==> config.mk <==
export PLATFORM = sky130hd
export DESIGN_NAME = mdu_ctrl_flat
export DESIGN_NICKNAME = d
export VERILOG_FILES = /design/src/rtl/mdu_pkg.sv /design/src/rtl/mdu_if.sv /design/src/rtl/mdu_iter.sv /design/src/rtl/mdu_ctrl.sv /design/src/flat_wrapper.sv
export SDC_FILE = /design/constraint.sdc
export NUM_CORES = 1
export LEC_CHECK = 0
export CAP_MARGIN = 20
export CORE_UTILIZATION = 55
export CTS_BUF_LIST = sky130_fd_sc_hd__clkbuf_4
export DETAILED_ROUTE_END_ITERATION = 8
export GPL_ROUTABILITY_DRIVEN = 0
export PLACE_DENSITY = 0.8
export SYNTH_ARGS = -nofsm -noshare
export SYNTH_HDL_FRONTEND = slang
export SYNTH_SLANG_ARGS = --single-unit
export TNS_END_PERCENT = 1
==> constraint.sdc <==
create_clock -name clk -period 4.98 [get_ports clk]
set_clock_uncertainty 0.1 [all_clocks]
set_input_delay 0.498 -clock clk [delete_from_list [all_inputs] [get_ports clk]]
set_output_delay 0.498 -clock clk [all_outputs]
set_load 0.1 [all_outputs]
==> src/rtl/mdu_pkg.sv <==
// mdu_pkg: shared definitions for the HI/LO multiply/divide controller.
//   DW         operand width (HI and LO are DW bits each)
//   OP_*       op encodings presented by the EX stage
//   state_t    controller state
//   is_muldiv  op is an iterating MULT/MULTU/DIV/DIVU
//   is_div     op is DIV/DIVU
`timescale 1ns/1ps
package mdu_pkg;

    localparam int DW = 32;

    localparam logic [2:0] OP_MULT  = 3'd0;
    localparam logic [2:0] OP_MULTU = 3'd1;
    localparam logic [2:0] OP_DIV   = 3'd2;
    localparam logic [2:0] OP_DIVU  = 3'd3;
    localparam logic [2:0] OP_MTHI  = 3'd4;
    localparam logic [2:0] OP_MTLO  = 3'd5;

    typedef enum logic [1:0] {IDLE, BUSY, DONE} state_t;

    // Encodings 0..3 are the iterating ops.
    function automatic logic is_muldiv(input logic [2:0] op);
        return ~op[2];
    endfunction

    function automatic logic is_div(input logic [2:0] op);
        return (op[2:1] == 2'b01);
    endfunction

endpackage

==> src/rtl/mdu_if.sv <==
// mdu_if: EX-stage <-> controller bundle.
//   master (EX side): drives op_valid, op, src_a, src_b, flush
//   slave  (mdu)    : drives stall_req, busy, we_hi/we_lo, wb_hi/wb_lo, div_by_zero
`timescale 1ns/1ps
interface mdu_if #(parameter int W = mdu_pkg::DW);
    logic          op_valid;
    logic [2:0]    op;
    logic [W-1:0]  src_a;
    logic [W-1:0]  src_b;
    logic          flush;
    logic          stall_req;
    logic          busy;
    logic          we_hi;
    logic          we_lo;
    logic [W-1:0]  wb_hi;
    logic [W-1:0]  wb_lo;
    logic          div_by_zero;

    modport master (
        output op_valid, op, src_a, src_b, flush,
        input  stall_req, busy, we_hi, we_lo, wb_hi, wb_lo, div_by_zero
    );

    modport slave (
        input  op_valid, op, src_a, src_b, flush,
        output stall_req, busy, we_hi, we_lo, wb_hi, wb_lo, div_by_zero
    );
endinterface

==> src/rtl/mdu_iter.sv <==
// mdu_iter: shared 2W-bit {hi,lo} accumulator for unsigned multiply/divide.
//   start     load operands (a, b) and mode; hi cleared
//   step      commit one iteration into the accumulator
//   div_mode  0: shift-add multiply a*b, 1: restoring divide a/b
//   raw       accumulator value after the current iteration (combinational),
//             so the controller can capture the final result on the last step
// Multiply: lo holds the multiplier, result shifts right into {hi,lo}.
// Divide:   lo holds the dividend, quotient bits shift in at lo[0], hi is remainder.
`timescale 1ns/1ps
module mdu_iter #(
    parameter int W = 32
) (
    input  logic           clk,
    input  logic           rst_n,
    input  logic           start,
    input  logic           step,
    input  logic           div_mode,
    input  logic [W-1:0]   a,
    input  logic [W-1:0]   b,
    output logic [2*W-1:0] raw
);

    logic [W-1:0] hi, lo, opnd;
    logic         mode_q;

    logic [W:0]     sum;
    logic [W:0]     rem_sh;
    logic           ge;
    logic [W-1:0]   rem_n;
    logic [2*W-1:0] mul_nxt, div_nxt;

    always_comb begin
        // Multiply: conditional add of the multiplicand, then shift right by one.
        sum     = {1'b0, hi} + {1'b0, (lo[0] ? opnd : '0)};
        mul_nxt = {sum, lo[W-1:1]};

        // Divide: shift the next dividend bit into the partial remainder and
        // subtract when it fits; the result is always < divisor so W bits hold it.
        rem_sh  = {hi, lo[W-1]};
        ge      = (rem_sh >= {1'b0, opnd});
        rem_n   = ge ? (rem_sh[W-1:0] - opnd) : rem_sh[W-1:0];
        div_nxt = {rem_n, lo[W-2:0], ge};

        raw     = mode_q ? div_nxt : mul_nxt;
    end

    always_ff @(posedge clk or negedge rst_n) begin
        if (!rst_n) begin
            hi     <= '0;
            lo     <= '0;
            opnd   <= '0;
            mode_q <= 1'b0;
        end else if (start) begin
            hi     <= '0;
            lo     <= div_mode ? a : b;
            opnd   <= div_mode ? b : a;
            mode_q <= div_mode;
        end else if (step) begin
            {hi, lo} <= raw;
        end
    end

endmodule

==> src/rtl/mdu_ctrl.sv <==
// mdu_ctrl: sequences MULT/MULTU/DIV/DIVU/MTHI/MTLO onto the HI/LO register file.
//   clk, rst_n   clock, async active-low reset
//   bus (slave)  EX-stage op in (op_valid/op/src_a/src_b/flush),
//                stall_req/busy, HI/LO write port, div_by_zero pulse
// MTHI/MTLO write combinationally in the accepting cycle. Mul/div run 32
// iterations in BUSY on operand magnitudes; the sign fix-up is applied while
// capturing the last iteration, and DONE presents the write for one cycle.
`timescale 1ns/1ps
module mdu_ctrl
    import mdu_pkg::*;
(
    input  logic clk,
    input  logic rst_n,
    mdu_if.slave bus
);

    state_t        state, state_nxt;
    logic [4:0]    cnt;
    logic [DW-1:0] hi_q, lo_q;
    logic          suppress, div_q, neg_q, rem_neg_q;

    logic          accept, sgn, sa, sb, op_div, b_zero, start, last;
    logic [DW-1:0] mag_a, mag_b;
    logic [2*DW-1:0] raw, prod_c;
    logic [DW-1:0] quo_c, rem_c, fin_hi, fin_lo;

    logic          stall_req, we_hi, we_lo, div_by_zero;
    logic [DW-1:0] wb_hi, wb_lo;

    // Gating with rst_n keeps every output low while reset is held.
    assign accept = bus.op_valid & ~bus.flush & rst_n;
    assign sgn    = ~bus.op[0];                 // MULT and DIV are the even codes
    assign sa     = sgn & bus.src_a[DW-1];
    assign sb     = sgn & bus.src_b[DW-1];
    // Two's-complement negate: 0x80000000 maps to itself, read as unsigned.
    assign mag_a  = sa ? -bus.src_a : bus.src_a;
    assign mag_b  = sb ? -bus.src_b : bus.src_b;
    assign op_div = is_div(bus.op);
    assign b_zero = (bus.src_b == '0);
    assign start  = (state == IDLE) & accept & is_muldiv(bus.op) & ~(op_div & b_zero);
    assign last   = (cnt == 5'd31);

    mdu_iter #(.W(DW)) u_iter (
        .clk      (clk),
        .rst_n    (rst_n),
        .start    (start),
        .step     (state == BUSY),
        .div_mode (op_div),
        .a        (mag_a),
        .b        (mag_b),
        .raw      (raw)
    );

    // Sign correction: product/quotient negated when operand signs differ,
    // remainder follows the dividend's sign.
    always_comb begin
        prod_c = neg_q ? -raw : raw;
        quo_c  = neg_q ? -raw[DW-1:0] : raw[DW-1:0];
        rem_c  = rem_neg_q ? -raw[2*DW-1:DW] : raw[2*DW-1:DW];
        fin_hi = div_q ? rem_c : prod_c[2*DW-1:DW];
        fin_lo = div_q ? quo_c : prod_c[DW-1:0];
    end

    always_ff @(posedge clk or negedge rst_n) begin
        if (!rst_n) begin
            state     <= IDLE;
            cnt       <= '0;
            hi_q      <= '0;
            lo_q      <= '0;
            suppress  <= 1'b0;
            div_q     <= 1'b0;
            neg_q     <= 1'b0;
            rem_neg_q <= 1'b0;
        end else begin
            state <= state_nxt;
            case (state)
                IDLE: begin
                    if (accept && is_muldiv(bus.op)) begin
                        cnt       <= '0;
                        div_q     <= op_div;
                        neg_q     <= sa ^ sb;
                        rem_neg_q <= sa;
                        suppress  <= op_div & b_zero;
                    end
                end
                BUSY: begin
                    cnt <= cnt + 5'd1;
                    if (last && !bus.flush) begin
                        hi_q <= fin_hi;
                        lo_q <= fin_lo;
                    end
                end
                default: ;
            endcase
        end
    end

    always_comb begin
        state_nxt   = state;
        stall_req   = 1'b0;
        we_hi       = 1'b0;
        we_lo       = 1'b0;
        wb_hi       = '0;
        wb_lo       = '0;
        div_by_zero = 1'b0;
        case (state)
            IDLE: begin
                if (accept) begin
                    if (is_muldiv(bus.op)) begin
                        stall_req = 1'b1;
                        state_nxt = (op_div && b_zero) ? DONE : BUSY;
                    end else if (bus.op == OP_MTHI) begin
                        we_hi = 1'b1;
                        wb_hi = bus.src_a;
                    end else if (bus.op == OP_MTLO) begin
                        we_lo = 1'b1;
                        wb_lo = bus.src_a;
                    end
                end
            end
            BUSY: begin
                if (bus.flush) begin
                    state_nxt = IDLE;
                end else begin
                    stall_req = 1'b1;
                    if (last) state_nxt = DONE;
                end
            end
            DONE: begin
                // op_valid is not looked at here, so the stalled op is not re-accepted.
                state_nxt = IDLE;
                wb_hi     = hi_q;
                wb_lo     = lo_q;
                if (!bus.flush) begin
                    if (suppress) begin
                        div_by_zero = 1'b1;
                    end else begin
                        we_hi = 1'b1;
                        we_lo = 1'b1;
                    end
                end
            end
            default: state_nxt = IDLE;
        endcase
    end

    assign bus.stall_req   = stall_req;
    assign bus.busy        = (state != IDLE);
    assign bus.we_hi       = we_hi;
    assign bus.we_lo       = we_lo;
    assign bus.wb_hi       = wb_hi;
    assign bus.wb_lo       = wb_lo;
    assign bus.div_by_zero = div_by_zero;

endmodule

==> src/flat_wrapper.sv <==
// flat-port wrapper written by rule: the top's interface ports become plain ports
module mdu_ctrl_flat import mdu_pkg::*;
  (clk, rst_n, bus_op_valid, bus_op, bus_src_a, bus_src_b, bus_flush, bus_stall_req, bus_busy, bus_we_hi, bus_we_lo, bus_wb_hi, bus_wb_lo, bus_div_by_zero);
  mdu_if #(.W(DW)) bus_i ();
  input  logic clk;
  input  logic rst_n;
  input wire logic [$bits(bus_i.op_valid)-1:0] bus_op_valid;
  input wire logic [$bits(bus_i.op)-1:0] bus_op;
  input wire logic [$bits(bus_i.src_a)-1:0] bus_src_a;
  input wire logic [$bits(bus_i.src_b)-1:0] bus_src_b;
  input wire logic [$bits(bus_i.flush)-1:0] bus_flush;
  output wire logic [$bits(bus_i.stall_req)-1:0] bus_stall_req;
  output wire logic [$bits(bus_i.busy)-1:0] bus_busy;
  output wire logic [$bits(bus_i.we_hi)-1:0] bus_we_hi;
  output wire logic [$bits(bus_i.we_lo)-1:0] bus_we_lo;
  output wire logic [$bits(bus_i.wb_hi)-1:0] bus_wb_hi;
  output wire logic [$bits(bus_i.wb_lo)-1:0] bus_wb_lo;
  output wire logic [$bits(bus_i.div_by_zero)-1:0] bus_div_by_zero;
  assign bus_i.op_valid = bus_op_valid;
  assign bus_i.op = bus_op;
  assign bus_i.src_a = bus_src_a;
  assign bus_i.src_b = bus_src_b;
  assign bus_i.flush = bus_flush;
  assign bus_stall_req = bus_i.stall_req;
  assign bus_busy = bus_i.busy;
  assign bus_we_hi = bus_i.we_hi;
  assign bus_we_lo = bus_i.we_lo;
  assign bus_wb_hi = bus_i.wb_hi;
  assign bus_wb_lo = bus_i.wb_lo;
  assign bus_div_by_zero = bus_i.div_by_zero;
  mdu_ctrl u_core (.clk(clk), .rst_n(rst_n), .bus(bus_i));
endmodule
==> impl_results.html <==
<table>
<tr><th>Metric</th><th>Value</th></tr>
<tr><th colspan="2">Clock network</th></tr>
<tr><td>Worst skew pair latency</td><td>0.64 ns</td></tr>
<tr><td>Deepest clock path buffer count</td><td>2</td></tr>
<tr><td>Number of buffers created by CTS</td><td>17</td></tr>
<tr><td>Number of levels in the clock H-tree</td><td>4</td></tr>
<tr><td>Root buffer cell</td><td>sky130_fd_sc_hd__clkbuf_4</td></tr>
<tr><td>Register clock-pin slew on the reported worst setup and hold paths</td><td>0.17 ns</td></tr>
<tr><td>TritonCTS sink count</td><td>172</td></tr>
<tr><td>CTS tree</td><td>yes</td></tr>
<tr><th colspan="2">Power</th></tr>
<tr><td>Lkg Pwr</td><td>7.97 nW</td></tr>
<tr><td>Power Total</td><td>0.0106 W</td></tr>
<tr><td>Maximum vdd drop</td><td>0.000291 V</td></tr>
<tr><td>Power density of the placed cells</td><td>571 mW/mm²</td></tr>
<tr><th colspan="2">Detailed routing</th></tr>
<tr><td>Antenna violation net count after detailed routing</td><td>0</td></tr>
<tr><td>First-pass iteration count of the detailed router</td><td>9</td></tr>
<tr><td>Wire length reported by the detailed router</td><td>59800 µm</td></tr>
<tr><td>Iter 0 DRT Violations</td><td>2228</td></tr>
<tr><td>Detail-routed via count per cell</td><td>6.68</td></tr>
<tr><td>Remaining routing DRC violations</td><td>0</td></tr>
<tr><td>Overall via count from detail_route</td><td>17100</td></tr>
<tr><td>WL per Instance</td><td>23.4 µm</td></tr>
<tr><th colspan="2">Worst setup path</th></tr>
<tr><td>Timing endpoint of the critical path</td><td>u_core.hi_q[30]</td></tr>
<tr><td>Category of the most critical setup path</td><td>flop to flop</td></tr>
<tr><td>Setup crit start</td><td>u_core.u_iter.hi[29]</td></tr>
<tr><td>Cells on worst reg2reg path</td><td>21</td></tr>
<tr><td>Data arrival time of the critical path</td><td>5.40 ns</td></tr>
<tr><td>Reg2Reg Setup Slack</td><td>0.05 ns</td></tr>
<tr><td>CP max FO</td><td>4</td></tr>
<tr><td>Crit path capture type</td><td>flop</td></tr>
<tr><td>Startpoint type of the worst setup path</td><td>flop</td></tr>
<tr><td>Critical R2R Launch</td><td>u_core.u_iter.hi[29]</td></tr>
<tr><td>Required time of the critical path</td><td>5.45 ns</td></tr>
<tr><td>End of the worst register-to-register path</td><td>u_core.hi_q[30]</td></tr>
<tr><th colspan="2">Synth</th></tr>
<tr><td>Net count after synthesis</td><td>2153</td></tr>
<tr><td>Number of distinct library cell variants in the gate-level netlist after synthesis</td><td>103</td></tr>
<tr><td>Post-synthesis register bit count</td><td>172</td></tr>
<tr><td>Share of flip-flops with an asynchronous set or reset</td><td>100%</td></tr>
<tr><td>Share of the synthesized area in the top cell type</td><td>27.2%</td></tr>
<tr><td>Part of the Yosys area used for sequential elements</td><td>27.2%</td></tr>
<tr><td>Biggest area consumer among synthesized cells</td><td>sky130_fd_sc_hd__dfrtp_1</td></tr>
<tr><td>Post-synth EDFFs</td><td>0</td></tr>
<tr><td>Leading post-synthesis cells by cell area</td><td>sky130_fd_sc_hd__dfrtp_1 27%, sky130_fd_sc_hd__o21ai_0 6.8%, sky130_fd_sc_hd__nand2_1 6.2%</td></tr>
<tr><td>Most used standard cells in the synthesized netlist</td><td>263 x sky130_fd_sc_hd__nand2_1, 216 x sky130_fd_sc_hd__o21ai_0, 172 x sky130_fd_sc_hd__dfrtp_1, 144 x sky130_fd_sc_hd__a21oi_1, 127 x sky130_fd_sc_hd__nor2_1</td></tr>
<tr><td>Netlist area before placement</td><td>0.0158 mm²</td></tr>
<tr><td>Total number of yosys warnings</td><td>0</td></tr>
<tr><td>Most frequent cell after synthesis</td><td>sky130_fd_sc_hd__nand2_1</td></tr>
<tr><td>Top_reg_cell synth</td><td>sky130_fd_sc_hd__dfrtp_1</td></tr>
<tr><td>Gate count of the mapped netlist</td><td>2010</td></tr>
<tr><td>Avg Synthesized Cell Area</td><td>7.87 µm²</td></tr>
<tr><th colspan="2">Final layout</th></tr>
<tr><td>Layout Nets</td><td>2304</td></tr>
<tr><td>Proportion of layout cells with a drive suffix above 1</td><td>15.8%</td></tr>
<tr><td>Core utilization of the finished layout</td><td>66.2%</td></tr>
<tr><td>Area growth syn-to-layout</td><td>17.3%</td></tr>
<tr><th colspan="2">Global route</th></tr>
<tr><td>Aggregate global routing overflow</td><td>0</td></tr>
<tr><td>Via count of the first global-routing pass</td><td>15700</td></tr>
<tr><td>Global-route wire length before repair</td><td>88900 µm</td></tr>
<tr><td>Antenna violations before repair</td><td>5</td></tr>
<tr><td>Global router's overall resource usage</td><td>40.0%</td></tr>
<tr><td>Largest net degree at the start of global routing</td><td>134</td></tr>
<tr><th colspan="2">Timing</th></tr>
<tr><td>Number of hold violations in the final report</td><td>0</td></tr>
<tr><td>Final-report setup violation count</td><td>0</td></tr>
<tr><td>Actual transition at the worst max-transition pin</td><td>1.13 ns</td></tr>
<tr><td>Max-Slew Margin vs Limit</td><td>24.8%</td></tr>
<tr><td>Fmax</td><td>0.203 GHz</td></tr>
<tr><td>Minimum hold slack</td><td>0.231 ns</td></tr>
<tr><td>Number of pins exceeding their max-slew limit in the final report</td><td>0</td></tr>
<tr><td>RSZ-0062 raised after global routing</td><td>yes</td></tr>
<tr><td>Period utilization</td><td>99.0%</td></tr>
<tr><td>Time the worst path needs with I/O delays and setup</td><td>4.93 ns</td></tr>
<tr><td>Summed negative setup slack over all endpoints</td><td>0 ns</td></tr>
<tr><td>Post-route setup slack</td><td>0.0498 ns</td></tr>
<tr><th colspan="2">Floorplan</th></tr>
<tr><td>Starting utilization of the core area</td><td>56.5%</td></tr>
<tr><td>Total I/O pin count</td><td>140</td></tr>
<tr><td>Die boundary height</td><td>172 µm</td></tr>
<tr><td>Die Width</td><td>172 µm</td></tr>
<tr><td>Core area</td><td>0.0280 mm²</td></tr>
<tr><td>Die Outline Area</td><td>0.0295 mm²</td></tr>
<tr><td>Site row count</td><td>61</td></tr>
<tr><th colspan="2">Hold path</th></tr>
<tr><td>Path category of the worst min-delay check</td><td>primary input to asynchronous set/reset pin</td></tr>
<tr><th colspan="2">Place</th></tr>
<tr><td>Worst slack, placed</td><td>-0.0501 ns</td></tr>
<tr><td>Count of input and output buffers</td><td>139</td></tr>
<tr><td>Post-DP HPWL</td><td>45300 µm</td></tr>
<tr><th colspan="2">Status</th></tr>
<tr><td>Status</td><td>finished, final reports clean</td></tr>
<tr><th colspan="2">Flow run</th></tr>
<tr><td>Maximum Capacitance Violations</td><td>0</td></tr>
</table>
## report_power, final
| part | leakage, nW | switching, W | internal [W] | total [W] |
|---|---|---|---|---|
| logic | 5.53 | 0.00472 | 0.00296 | 0.00768 |
| registers | 2.28 | 0.000327 | 0.00170 | 0.00202 |
| clock network | 0.159 | 0.000587 | 0.000315 | 0.000902 |
## placed cells by master (no fill, tap or decap), drive strengths merged, types with 5 or more instances in the layout
cell	n
o21ai	248
or3	10
a31oi	23
dfrtp	172
or2	6
mux2i	36
a22o	67
nor4	16
xnor2	105
o41ai	8
nor3	40
o22ai	8
o21a	9
nand3	62
nor3b	7
mux2	11
nand2	266
nor2b	13
a21oi	153
o211a	7
o211ai	27
o221ai	23
a211oi	14
a22oi	5
clkdlybuf4s50	71
buf	186
xor2	59
nand2b	23
ha	70
nand4	21
o31ai	19
inv	71
nor2	128
and2	42
and3	11
a21o	22
clkinv	5
clkbuf	18
a311oi	10
a21boi	7
## critical path, cell delays in order (launching register included)
cell and delay, ns:
sky130_fd_sc_hd__dfrtp_1 0.42, sky130_fd_sc_hd__ha_1 0.33, sky130_fd_sc_hd__a21oi_2 0.27, sky130_fd_sc_hd__buf_4 0.18
sky130_fd_sc_hd__nand2_1 0.05, sky130_fd_sc_hd__nand2_1 0.10, sky130_fd_sc_hd__a32o_2 0.18, sky130_fd_sc_hd__a21oi_2 0.11
sky130_fd_sc_hd__a21oi_2 0.16, sky130_fd_sc_hd__ha_2 0.20, sky130_fd_sc_hd__or4b_4 0.50, sky130_fd_sc_hd__a21boi_4 0.20
sky130_fd_sc_hd__nand4_2 0.12, sky130_fd_sc_hd__or4b_4 0.56, sky130_fd_sc_hd__o21ai_4 0.19, sky130_fd_sc_hd__nand2_2 0.10
sky130_fd_sc_hd__nor3_4 0.25, sky130_fd_sc_hd__nand3_4 0.14, sky130_fd_sc_hd__nor3_4 0.22, sky130_fd_sc_hd__a41oi_1 0.18
sky130_fd_sc_hd__xor2_1 0.18, sky130_fd_sc_hd__o21ai_1 0.13
## how the worst min path moves through the flow
stage | end | slack, ns | cells after the start
2_1_floorplan | u_core.cnt[0] | 0.10 | 0
5_1_grt | u_core.hi_q[25] | 0.26 | 2
3_5_place_dp | u_core.hi_q[25] | 0.35 | 1
3_3_place_gp | u_core.hi_q[25] | 0.35 | 1
4_1_cts | u_core.hi_q[29] | 0.22 | 2
6_report | u_core.hi_q[25] | 0.23 | 2
## per-stage QoR
stage	cell area (µm²)	std cells
3_5_place_dp	18000	2511
2_1_floorplan	15900	2010
5_1_grt	18600	2553
4_1_cts	18300	2544
3_3_place_gp	18000	2511
6_report	18600	2554
## cell families (layout without fill, tap and decap cells)
kind of cell | count (synthesis) | in the layout | synth area share, %
AO/OA/AOI/OAI | 689 | 689 | 29.1
AND/OR/NAND/NOR | 675 | 675 | 20.8
other | 0 | 2 | 0
flip-flops | 172 | 172 | 27.2
XOR/XNOR | 164 | 164 | 9.13
buffers and inverters | 191 | 355 | 4.93
adder cells (fa/ha/maj) | 72 | 72 | 5.79
multiplexers | 47 | 47 | 3.08
## cell type report
type / count / area (µm²)
Multi-Input combinational cell: 1647 / 11100
Tap cell: 378 / 473
Timing Repair Buffer: 258 / 2150
Fill cell: 2344 / 9450
Antenna cell: 2 / 5.00
Clock buffer: 18 / 135
Inverter: 65 / 244
Sequential cell: 172 / 4310
Clock inverter: 14 / 156
## per-layer routing
layer,vias to the layer above,GRT usage [%],wire length [µm]
li1,7610,-,-
met5,-,0,13
met3,276,8.56,6060
met4,2,29.9,4970
met1,8092,49.8,22600
met2,1088,60.7,26100
## timing repair
action                                  in CTS  in global routing
hold endpoints to repair                    39                  0
pin swaps                                    1                 16
resized for setup                            4                 38
gates cloned                                 0                  0
endpoints found under the setup margin       5                 13
hold buffers                                 1                  0
setup buffers                                0                  8
## sequential cells by signal (all words and copies together) (netlist names)
name                  count
u_core.hi_q              32
u_core.state              2
u_core.u_iter.hi         32
u_core.lo_q              32
u_core.div_q              1
u_core.u_iter.opnd       32
u_core.rem_neg_q          1
u_core.u_iter.lo         32
u_core.u_iter.mode_q      1
u_core.cnt                5
u_core.neg_q              1
u_core.suppress           1
(Power assumes the default switching activity.)
